[config.mk]
export PLATFORM = sky130hd
export DESIGN_NAME = ov7670_capture_flat
export DESIGN_NICKNAME = d
export VERILOG_FILES = /design/src/rtl/ov7670_pkg.sv /design/src/rtl/ov7670_capture_if.sv /design/src/rtl/ov7670_byte_pack.sv /design/src/rtl/ov7670_capture.sv /design/src/flat_wrapper.sv
export SDC_FILE = /design/constraint.sdc
export NUM_CORES = 1
export LEC_CHECK = 0
export CAP_MARGIN = 10
export CELL_PAD_IN_SITES_DETAIL_PLACEMENT = 0
export CELL_PAD_IN_SITES_GLOBAL_PLACEMENT = 2
export CORE_MARGIN = 4
export CORE_UTILIZATION = 39
export DETAILED_ROUTE_END_ITERATION = 10
export PLACE_DENSITY_LB_ADDON = 0.05
export SETUP_SLACK_MARGIN = 0.2
export SKIP_CTS_REPAIR_TIMING = 1
export SLEW_MARGIN = 20
export SYNTH_ARGS = -nofsm -noshare
export SYNTH_HDL_FRONTEND = slang
export SYNTH_HIERARCHICAL = 1
export SYNTH_SLANG_ARGS = --single-unit
[constraint.sdc]
create_clock -name pclk -period 6.2 [get_ports pclk]
set_input_delay 1.24 -clock pclk [delete_from_list [all_inputs] [get_ports pclk]]
set_output_delay 1.24 -clock pclk [all_outputs]
set_load 0.05 [all_outputs]
[src/rtl/ov7670_pkg.sv]
// Shared types, defaults and pixel repack helper for the OV7670 capture path.
package ov7670_pkg;

  localparam int unsigned H_RES_DEF    = 640;
  localparam int unsigned V_RES_DEF    = 480;
  localparam int unsigned FRAME_PIXELS = H_RES_DEF * V_RES_DEF;
  localparam int unsigned ADDR_W       = 19;
  localparam int unsigned PIX_W        = 12;

  typedef enum logic [1:0] {
    ST_IDLE   = 2'd0,
    ST_ARMED  = 2'd1,
    ST_ACTIVE = 2'd2
  } cap_state_e;

  // Folds a camera byte pair into one {R,G,B} 4:4:4 pixel.
  function automatic logic [PIX_W-1:0] repack(input logic [7:0] b0,
                                               input logic [7:0] b1,
                                               input bit         rgb565);
    if (rgb565) begin
      return {b0[7:4], b0[2:0], b1[7], b1[4:1]};
    end
    return {b0[3:0], b1};
  endfunction

endpackage

[src/rtl/ov7670_capture_if.sv]
// Camera input bus and frame-RAM write stream of the capture block.
interface ov7670_capture_if;
  import ov7670_pkg::*;

  logic              vsync;
  logic              href;
  logic [7:0]        d;
  logic              capture_en;
  logic [ADDR_W-1:0] frame_addr;
  logic [PIX_W-1:0]  frame_pixel;
  logic              we;
  logic              frame_done;
  logic [7:0]        frame_cnt;
  logic              err_overflow;
  logic              err_line;

  // Camera / control side.
  modport master (
    output vsync, href, d, capture_en,
    input  frame_addr, frame_pixel, we, frame_done, frame_cnt, err_overflow, err_line
  );

  // Capture core side.
  modport slave (
    input  vsync, href, d, capture_en,
    output frame_addr, frame_pixel, we, frame_done, frame_cnt, err_overflow, err_line
  );

endinterface

[src/rtl/ov7670_byte_pack.sv]
// Byte phase tracking, first-byte latch and registered pixel/write strobe.
module ov7670_byte_pack
  import ov7670_pkg::*;
#(
  parameter bit RGB565 = 1'b0
) (
  input  logic             clk_i,
  input  logic             rst_i,
  input  logic             clr_i,
  input  logic             allow_i,
  input  logic             href_i,
  input  logic [7:0]       d_i,
  output logic             phase_o,
  output logic             we_o,
  output logic [PIX_W-1:0] pixel_o
);

  logic             phase_q, phase_d;
  logic             we_q, we_d;
  logic [7:0]       b0_q, b0_d;
  logic [PIX_W-1:0] pixel_q, pixel_d;

  // Phase toggles per valid byte; pixel is held between writes.
  always_comb begin
    phase_d = href_i & ~phase_q & ~clr_i;
    b0_d    = b0_q;
    pixel_d = pixel_q;
    we_d    = href_i & phase_q & allow_i;
    if (href_i && !phase_q) begin
      b0_d = d_i;
    end
    if (we_d) begin
      pixel_d = repack(b0_q, d_i, RGB565);
    end
  end

  // State registers.
  always_ff @(posedge clk_i or posedge rst_i) begin
    if (rst_i) begin
      phase_q <= 1'b0;
      we_q    <= 1'b0;
      b0_q    <= 8'd0;
      pixel_q <= '0;
    end else begin
      phase_q <= phase_d;
      we_q    <= we_d;
      b0_q    <= b0_d;
      pixel_q <= pixel_d;
    end
  end

  assign phase_o = phase_q;
  assign we_o    = we_q;
  assign pixel_o = pixel_q;

endmodule

[src/rtl/ov7670_capture.sv]
// OV7670 frame capture: frame FSM, pixel/line counters and error flags.
module ov7670_capture
  import ov7670_pkg::*;
#(
  parameter int unsigned H_RES  = H_RES_DEF,
  parameter int unsigned V_RES  = V_RES_DEF,
  parameter bit          RGB565 = 1'b0,
  parameter int unsigned SKIP   = 0
) (
  input logic             pclk,
  input logic             rst,
  ov7670_capture_if.slave cam
);

  localparam int unsigned FRAME_PIX = H_RES * V_RES;
  localparam int unsigned LPW       = $clog2(H_RES + 1);
  localparam int unsigned LCW       = $clog2(V_RES + 1);
  localparam int unsigned SKW       = (SKIP > 0) ? $clog2(SKIP + 1) : 1;

  cap_state_e        state_q;
  logic              vsync_q, href_q;
  logic [SKW-1:0]    skip_q;
  logic [ADDR_W-1:0] pix_idx_q, frame_addr_q;
  logic [LPW-1:0]    line_pix_q;
  logic [LCW-1:0]    line_cnt_q;
  logic              frame_done_q, err_ovf_q, err_line_q;
  logic [7:0]        frame_cnt_q;

  logic              bp_phase, bp_we;
  logic [PIX_W-1:0]  bp_pixel;
  logic              vs_rise, vs_fall, href_fall, active, room, pair, start, allow;

  // Edge detects and write qualification.
  assign vs_rise   = cam.vsync & ~vsync_q;
  assign vs_fall   = ~cam.vsync & vsync_q;
  assign href_fall = href_q & ~cam.href;
  assign active    = (state_q == ST_ACTIVE);
  assign room      = (pix_idx_q < ADDR_W'(FRAME_PIX));
  assign pair      = active & ~vs_rise & cam.href & bp_phase;
  assign allow     = active & ~vs_rise & room;
  assign start     = (state_q == ST_ARMED) & cam.capture_en & vs_fall & (skip_q == '0);

  ov7670_byte_pack #(.RGB565(RGB565)) u_pack (
    .clk_i   (pclk),
    .rst_i   (rst),
    .clr_i   (start),
    .allow_i (allow),
    .href_i  (cam.href),
    .d_i     (cam.d),
    .phase_o (bp_phase),
    .we_o    (bp_we),
    .pixel_o (bp_pixel)
  );

  // Frame FSM with counters and sticky error flags.
  always_ff @(posedge pclk or posedge rst) begin
    if (rst) begin
      state_q      <= ST_IDLE;
      vsync_q      <= 1'b0;
      href_q       <= 1'b0;
      skip_q       <= '0;
      pix_idx_q    <= '0;
      frame_addr_q <= '0;
      line_pix_q   <= '0;
      line_cnt_q   <= '0;
      frame_done_q <= 1'b0;
      frame_cnt_q  <= 8'd0;
      err_ovf_q    <= 1'b0;
      err_line_q   <= 1'b0;
    end else begin
      vsync_q      <= cam.vsync;
      href_q       <= cam.href;
      frame_done_q <= 1'b0;
      case (state_q)
        ST_IDLE: begin
          if (cam.vsync && cam.capture_en) begin
            state_q <= ST_ARMED;
          end
        end
        ST_ARMED: begin
          if (!cam.capture_en) begin
            state_q <= ST_IDLE;
          end else if (vs_fall) begin
            if (skip_q != '0) begin
              skip_q  <= skip_q - SKW'(1);
              state_q <= ST_IDLE;
            end else begin
              skip_q     <= SKW'(SKIP);
              pix_idx_q  <= '0;
              line_pix_q <= '0;
              line_cnt_q <= '0;
              state_q    <= ST_ACTIVE;
            end
          end
        end
        ST_ACTIVE: begin
          if (vs_rise) begin
            state_q      <= ST_IDLE;
            frame_done_q <= 1'b1;
            frame_cnt_q  <= frame_cnt_q + 8'd1;
            if (line_cnt_q != LCW'(V_RES)) begin
              err_line_q <= 1'b1;
            end
          end else begin
            if (pair) begin
              if (room) begin
                frame_addr_q <= pix_idx_q;
                pix_idx_q    <= pix_idx_q + ADDR_W'(1);
              end else begin
                err_ovf_q <= 1'b1;
              end
              if (line_pix_q != '1) begin
                line_pix_q <= line_pix_q + LPW'(1);
              end
            end
            if (href_fall) begin
              if (line_pix_q != LPW'(H_RES)) begin
                err_line_q <= 1'b1;
              end
              line_pix_q <= '0;
              if (line_cnt_q != '1) begin
                line_cnt_q <= line_cnt_q + LCW'(1);
              end
            end
          end
        end
        default: state_q <= ST_IDLE;
      endcase
    end
  end

  assign cam.frame_addr   = frame_addr_q;
  assign cam.frame_pixel  = bp_pixel;
  assign cam.we           = bp_we;
  assign cam.frame_done   = frame_done_q;
  assign cam.frame_cnt    = frame_cnt_q;
  assign cam.err_overflow = err_ovf_q;
  assign cam.err_line     = err_line_q;

endmodule
[src/flat_wrapper.sv]
// flat-port wrapper written by rule: the top's interface ports become plain ports
module ov7670_capture_flat import ov7670_pkg::*;
#(
  parameter int unsigned H_RES  = H_RES_DEF,
  parameter int unsigned V_RES  = V_RES_DEF,
  parameter bit          RGB565 = 1'b0,
  parameter int unsigned SKIP   = 0
)
  (pclk, rst, cam_vsync, cam_href, cam_d, cam_capture_en, cam_frame_addr, cam_frame_pixel, cam_we, cam_frame_done, cam_frame_cnt, cam_err_overflow, cam_err_line);
  ov7670_capture_if cam_i ();
  input logic pclk;
  input logic rst;
  input wire logic [$bits(cam_i.vsync)-1:0] cam_vsync;
  input wire logic [$bits(cam_i.href)-1:0] cam_href;
  input wire logic [$bits(cam_i.d)-1:0] cam_d;
  input wire logic [$bits(cam_i.capture_en)-1:0] cam_capture_en;
  output wire logic [$bits(cam_i.frame_addr)-1:0] cam_frame_addr;
  output wire logic [$bits(cam_i.frame_pixel)-1:0] cam_frame_pixel;
  output wire logic [$bits(cam_i.we)-1:0] cam_we;
  output wire logic [$bits(cam_i.frame_done)-1:0] cam_frame_done;
  output wire logic [$bits(cam_i.frame_cnt)-1:0] cam_frame_cnt;
  output wire logic [$bits(cam_i.err_overflow)-1:0] cam_err_overflow;
  output wire logic [$bits(cam_i.err_line)-1:0] cam_err_line;
  assign cam_i.vsync = cam_vsync;
  assign cam_i.href = cam_href;
  assign cam_i.d = cam_d;
  assign cam_i.capture_en = cam_capture_en;
  assign cam_frame_addr = cam_i.frame_addr;
  assign cam_frame_pixel = cam_i.frame_pixel;
  assign cam_we = cam_i.we;
  assign cam_frame_done = cam_i.frame_done;
  assign cam_frame_cnt = cam_i.frame_cnt;
  assign cam_err_overflow = cam_i.err_overflow;
  assign cam_err_line = cam_i.err_line;
  ov7670_capture #(.H_RES(H_RES), .V_RES(V_RES), .RGB565(RGB565), .SKIP(SKIP)) u_core (.pclk(pclk), .rst(rst), .cam(cam_i));
endmodule
==> impl_metrics.env, run 1 <==
export IMPL_ant_nets=0
export IMPL_setup_viol=0
export IMPL_syn_inst=359
export IMPL_synth_compound_area_frac=0.07732
export IMPL_worst_slew_pin_slew_ps=930.2
export IMPL_finish_utilization=0.4827
export IMPL_worstSetupEndpointType="register"
export IMPL_wl_per_cell_um=15.61
export IMPL_antenna_found_initial=0
export IMPL_synth_nets=379
export IMPL_relSlewSlack=0.3799
export IMPL_die_w_um=110.9
export IMPL_synthAdderAreaFrac=0.02122
export IMPL_fin_skew_ps=14.31
export IMPL_grt_max_degree=73
export IMPL_drv_cap=0
export IMPL_via_per_inst=5.246
export IMPL_maxSlewViolCount=0
export IMPL_area_delta_synth_final_pct=20.77
export IMPL_num_io_pins=56
export IMPL_dieArea_um2=12290
export IMPL_synth_xor_area_frac=0.03608
export IMPL_critPathArrivalTime_ps=3570
export IMPL_num_nets_final=435
export IMPL_die_y_um=110.9
export IMPL_worstPathRequired_ps=6430
export IMPL_gp_congestion=0.7384
export IMPL_r2r_start="u_core/pix_idx_q[15]$_DFFE_PP0P_"
export IMPL_path_max_fanout=21
export IMPL_synth_distinct_cells=47
export IMPL_drive_above_1_share=0.1548
export IMPL_start_util=0.3997
export IMPL_finalHoldViolations=0
export IMPL_crit_path_end="u_core/cam.frame_addr[6]$_DFFE_PP0P_"
export IMPL_hold_class="register to register"
export IMPL_power_density_nw_per_um2=271.2
export IMPL_grt_pass1_wl_mm=14.96
export IMPL_rsz0062_at_grt="false"
export IMPL_vias=2917
export IMPL_critical_path_class="input pin to register"
export IMPL_core_rowCount=37
export IMPL_ys_warn_count=6
export IMPL_clockRootBuffer="clkbuf_8"
export IMPL_startpoint_type="input pin"
export IMPL_grt_pass1_vias=3038
export IMPL_cts_tree="yes"
export IMPL_path_clk_slew_ps=90
export IMPL_avgSynthCellArea_um2=11.49
export IMPL_cts_htree_levels=3
export IMPL_port_buffers=55
export IMPL_n_fill_cell=979
export IMPL_synth_seq_cells=90
export IMPL_core_area_um2=10320
export IMPL_syn_cell_area_um2=4126
export IMPL_status="completed"
export IMPL_drt_iter0_markers=140
export IMPL_cp_startpoint="cam_href"
export IMPL_clk_path_buf_depth=2
export IMPL_post_route_period_util=0.5382
export IMPL_antenna_cells=0
export IMPL_grt_usage=0.1480
export IMPL_clk_latency_ps=350
export IMPL_whs_path_depth=1
export IMPL_vdd_ir_drop_max_mv=0.1658
export IMPL_clock_sinks=90
export IMPL_rrSetupSlack_ps=3560
export IMPL_r2r_end="u_core/cam.frame_addr[6]$_DFFE_PP0P_"
export IMPL_yosysSeqAreaShare=0.5458
export IMPL_yosys_area_share_simple=0.1834
export IMPL_fin_crit_ps=3337
export IMPL_fmax_mhz=299.7
export IMPL_synth_mux_area_frac=0.1098
export IMPL_tns_ps=0
export IMPL_drt_pre_antenna_iters=4
export IMPL_synth_top_family_by_area="simple AND/OR/NAND/NOR gates"
export IMPL_wl_mm=8.677
export IMPL_route_detailed_drc=0
export IMPL_p_leak_nw=2.230
export IMPL_grt_overflow_total=0
export IMPL_hpwl_mm=5.891
export IMPL_cts_inserted_buffers=9
export IMPL_ff2ff_path_depth=4
[worst max-delay path, cell delays in order]
cell and delay, ps:
clkdlybuf4s50_1 550, nand2_1 170, nor3_4 460, nand2_1 640
mux2_2 490
[synthesized netlist by cell type, drive strengths merged]
cell	instances	area, um^2
or4	3	26.27
or3	11	68.82
a22o	2	17.52
and2	4	25.02
nand2	25	93.84
buf	8	52.55
nor4	1	21.27
a211o	1	8.760
nand3	16	85.08
nor4b	3	41.29
o21bai	2	15.01
ha	7	87.58
nand4	18	140.1
o21ai	18	93.84
o21a	1	7.510
dfrtp	90	2252
nor3	5	36.29
nor2b	4	32.53
and4	3	26.28
nor2	25	96.35
clkbuf	3	11.26
a31o	1	8.760
o2111ai	1	8.760
and3	6	37.54
xor2	12	105.1
o211ai	4	30.03
nand2b	3	26.27
mux2i	7	70.07
o41ai	1	8.760
mux2	34	382.9
xnor2	5	43.79
inv	12	45.04
a31oi	1	6.260
a21oi	21	105.1
o22a	1	8.760
[through the flow]
stage / total power, mW / worst slack, ps / cell area (um^2) / std cells / hold WS, ps
after floorplan: 0.8669 / 3135 / 4126 / 359 / 471.9
after global placement: 0.9635 / 2514 / 4791 / 540 / 452.6
after detailed placement: 0.9672 / 2446 / 4791 / 540 / 459.7
after CTS: 1.374 / 2830 / 4984 / 556 / 477.7
after global routing: 1.426 / 2657 / 4984 / 556 / 491.4
final: 1.351 / 2863 / 4984 / 556 / 471.7
[layout by cell type (no fill, tap or decap), types with 2 or more instances in the layout]
master and n:
mux2i_1 7, nor4b_1 2, and2_1 4, a21oi_1 21, nor3_1 4, and3_1 6, or4_1 2, o21bai_1 2
nor2_1 24, clkdlybuf4s50_1 55, nand2b_1 2, xnor2_1 5, or3_1 11, o21ai_0 17, nor2b_1 3, nand4_2 2
nand4_1 15, o211ai_1 4, clkinv_2 2, mux2_2 34, nand2_1 25, clkbuf_8 9, xor2_1 12, and4_1 3
dfrtp_1 90, a22o_1 2, inv_2 2, inv_6 2, ha_1 7, nand3_1 15, inv_1 10
[how the worst min path moves through the flow]
stage,from,slack (ps),endpoint
6_report,u_core/cam.frame_cnt[7]$_DFFE_PP0P_,470,u_core/cam.frame_cnt[7]$_DFFE_PP0P_
5_1_grt,u_core/cam.frame_cnt[7]$_DFFE_PP0P_,490,u_core/cam.frame_cnt[7]$_DFFE_PP0P_
4_1_cts,u_core/cam.frame_cnt[7]$_DFFE_PP0P_,480,u_core/cam.frame_cnt[7]$_DFFE_PP0P_
3_5_place_dp,u_core/cam.frame_cnt[7]$_DFFE_PP0P_,460,u_core/cam.frame_cnt[7]$_DFFE_PP0P_
3_3_place_gp,u_core/cam.frame_cnt[7]$_DFFE_PP0P_,450,u_core/cam.frame_cnt[7]$_DFFE_PP0P_
2_1_floorplan,u_core/line_pix_q[9]$_DFFE_PP0P_,470,u_core/line_pix_q[9]$_DFFE_PP0P_
[final cells by class]
cell class              count  area, um^2  area share
multi-input cells         246        1765      0.3543
flip-flops and latches     90        2252      0.4519
repair buffers             56       558.0      0.1120
clock buffers              10       127.6     0.02561
well taps                 136       170.2     0.03415
clock inverters             6       65.06     0.01306
inverters                  12       45.04    0.009038
[state kept, by name (all words and copies together) (netlist names)]
signal,cells
u_core/cam.frame_cnt,8
u_core/cam.frame_done,1
u_core/pix_idx_q,19
u_core/href_q,1
u_core/line_cnt_q,9
u_core/cam.frame_addr,19
u_core/u_pack/we_o,1
u_core/cam.err_line,1
u_core/u_pack/b0_q,4
u_core/u_pack/phase_o,1
u_core/state_q,2
u_core/cam.err_overflow,1
u_core/u_pack/pixel_o,12
u_core/line_pix_q,10
u_core/vsync_q,1
[where the power goes]
group          internal (mW)  total [mW]  switching, mW
combinational          0.101       0.277          0.176
clock                  0.188       0.400          0.212
sequential             0.634       0.675         0.0404
total                  0.924        1.35          0.427
[layer usage]
layer	global-route usage	part of all wire
met1	0.2015	0.48
met2	0.2286	0.45
met3	0.04367	0.049
met4	0.04516	0.015
met5	0	0
[logic make-up after synthesis]
group	after synthesis
buffers and inverters	23
muxes	41
AOI/OAI and AO/OA	54
adders and majority gates	7
and+or+nand+nor	127
DFF	90
xor gates and xnor gates	17
Power figures use the tool's default switching activity.
==> run 2: changes to the inputs <==
CORE_UTILIZATION = 36   (was 39)
clock period = 3.35 ns   (was 6.2 ns; I/O delays follow)
==> impl_metrics.env, run 2 (synthesized netlist as in run 1, its figures left out) <==
export IMPL_status="completed"
export IMPL_hpwl_mm=5.936
export IMPL_drt_pre_antenna_iters=4
export IMPL_crit_chain="clkdlybuf4s50_1 > nand2_1 > nor4_4 > nand4_2 > or3_1 > a21oi_1"
export IMPL_antenna_cells=0
export IMPL_grt_pass1_vias=2984
export IMPL_clk_path_buf_depth=2
export IMPL_ant_nets=0
export IMPL_worstPathRequired_ps=3610
export IMPL_clockRootBuffer="clkbuf_16"
export IMPL_critical_path_class="input pin to register"
export IMPL_core_area_um2=11030
export IMPL_route_detailed_drc=0
export IMPL_grt_overflow_total=0
export IMPL_vias=2898
export IMPL_start_util=0.3741
export IMPL_critPathSlowestCell="clkdlybuf4s50_1"
export IMPL_r2r_start="u_core/pix_idx_q[15]$_DFFE_PP0P_"
export IMPL_p_total_mw=2.805
export IMPL_wl_per_cell_um=15.39
export IMPL_clock_sinks=90
export IMPL_layout_common_cells="dfrtp_1, clkdlybuf4s50_1, mux2_2"
export IMPL_port_buffers=55
export IMPL_core_rowCount=38
export IMPL_path_clk_slew_ps=60
export IMPL_finalHoldViolations=0
export IMPL_wl_met3_um=372
export IMPL_p_leak_nw=2.307
export IMPL_area_delta_synth_final_pct=24.86
export IMPL_dr_wl_met2_mm=3.908
export IMPL_m1WireLength_mm=4.215
export IMPL_r2r_end="u_core/u_pack/pixel_o[5]$_DFFE_PP0P_"
export IMPL_final_common_cell="dfrtp_1"
export IMPL_swShare=0.2924
export IMPL_combPwrFrac=0.186
export IMPL_drive_above_1_share=0.1647
export IMPL_startpoint_type="input pin"
export IMPL_cts_htree_levels=3
export IMPL_num_io_pins=56
export IMPL_tns_ps=0
export IMPL_p_clk_frac=0.369
export IMPL_cp_depth=6
export IMPL_critPathBufInv=1
export IMPL_cts_inserted_buffers=9
export IMPL_clk_latency_ps=340
export IMPL_rrSetupSlack_ps=1060
export IMPL_power_density_nw_per_um2=544.5
export IMPL_critPathTopFamily="simple AND/OR/NAND/NOR gates"
export IMPL_ff2ff_path_depth=5
export IMPL_finish_utilization=0.4671
export IMPL_via_per_inst=5.129
export IMPL_internal_power_mw=1.985
export IMPL_gp_congestion=0.7336
export IMPL_worstSetupEndpointType="register"
export IMPL_dieArea_um2=13240
export IMPL_fmax_mhz=409.6
export IMPL_hold_class="register to register"
export IMPL_relSlewSlack=0.4821
export IMPL_crit_path_end="u_core/pix_idx_q[14]$_DFFE_PP0P_"
export IMPL_drv_cap=0
export IMPL_grt_usage=0.1455
export IMPL_wl_mm=8.694
export IMPL_vdd_ir_drop_max_mv=0.3243
export IMPL_path_max_fanout=8
export IMPL_post_route_period_util=0.7288
export IMPL_grt_pass1_wl_mm=15.12
export IMPL_fin_skew_ps=5.277
export IMPL_cts_tree="yes"
export IMPL_critPathArrivalTime_ps=2710
export IMPL_seq_power_share=0.445
export IMPL_power_switching_mw=0.8202
export IMPL_drt_iter0_markers=129
export IMPL_die_y_um=115.1
export IMPL_maxSlewViolCount=0
export IMPL_crit_path_max_incr_delay_ps=550
export IMPL_num_nets_final=440
export IMPL_antenna_found_initial=0
export IMPL_cp_startpoint="cam_href"
export IMPL_n_fill_cell=1053
export IMPL_fin_crit_ps=2442
export IMPL_worst_slew_pin_slew_ps=774.0
export IMPL_grt_max_degree=73
export IMPL_die_w_um=115.1
export IMPL_rsz0062_at_grt="false"
export IMPL_final_cells=565
export IMPL_dp_cells=549
export IMPL_routed_top_layer="met4"
export IMPL_setup_viol=0
run 2: cell type report:
| cell class | instances | area, um^2 | share of cell area |
|---|---|---|---|
| clock inverter | 4 | 50.05 | 0.009713 |
| sequential | 90 | 2252 | 0.4371 |
| tap | 140 | 175.2 | 0.03400 |
| inverter | 12 | 45.04 | 0.008742 |
| timing repair buffer | 61 | 608.1 | 0.1180 |
| multi-input combinational | 246 | 1765 | 0.3426 |
| clock buffer | 12 | 256.5 | 0.04978 |
run 2: how the worst min path moves through the flow:
stage / start / endpoint / slack [ps] / cells past startpoint
global route: u_core/cam.frame_cnt[7]$_DFFE_PP0P_ / u_core/cam.frame_cnt[7]$_DFFE_PP0P_ / 490 / 1
floorplan: u_core/line_pix_q[9]$_DFFE_PP0P_ / u_core/line_pix_q[9]$_DFFE_PP0P_ / 470 / 1
finish: u_core/cam.frame_cnt[7]$_DFFE_PP0P_ / u_core/cam.frame_cnt[7]$_DFFE_PP0P_ / 470 / 1
detailed placement: u_core/cam.frame_cnt[7]$_DFFE_PP0P_ / u_core/cam.frame_cnt[7]$_DFFE_PP0P_ / 460 / 1
CTS: u_core/cam.frame_cnt[7]$_DFFE_PP0P_ / u_core/cam.frame_cnt[7]$_DFFE_PP0P_ / 470 / 1
global placement: u_core/cam.frame_cnt[7]$_DFFE_PP0P_ / u_core/cam.frame_cnt[7]$_DFFE_PP0P_ / 460 / 1
run 2: per-layer routing:
layer / global-route usage / vias to the layer above
met5: 0 / -
met4: 0.06886 / 0
met3: 0.03526 / 13
met2: 0.2176 / 53
met1: 0.1988 / 1424
li1: - / 1408
run 2: metrics by stage:
step	hold WS, ps	setup slack, ps	area, um^2
6_report	471.4	908.5	5152
5_1_grt	488.8	755.4	5152
3_5_place_dp	458.6	530.1	4846
4_1_cts	472.9	883.8	5152
2_1_floorplan	471.9	855.1	4126
3_3_place_gp	456.8	614.4	4846
run 2: power groups by stage:
stage	clock network [mW]	registers (mW)	logic, mW
final	1.04	1.25	0.521
after CTS	1.07	1.25	0.530
after global routing	1.12	1.27	0.561
after global placement	0	1.27	0.524
after floorplan	0	1.46	0.145
after detailed placement	0	1.27	0.526
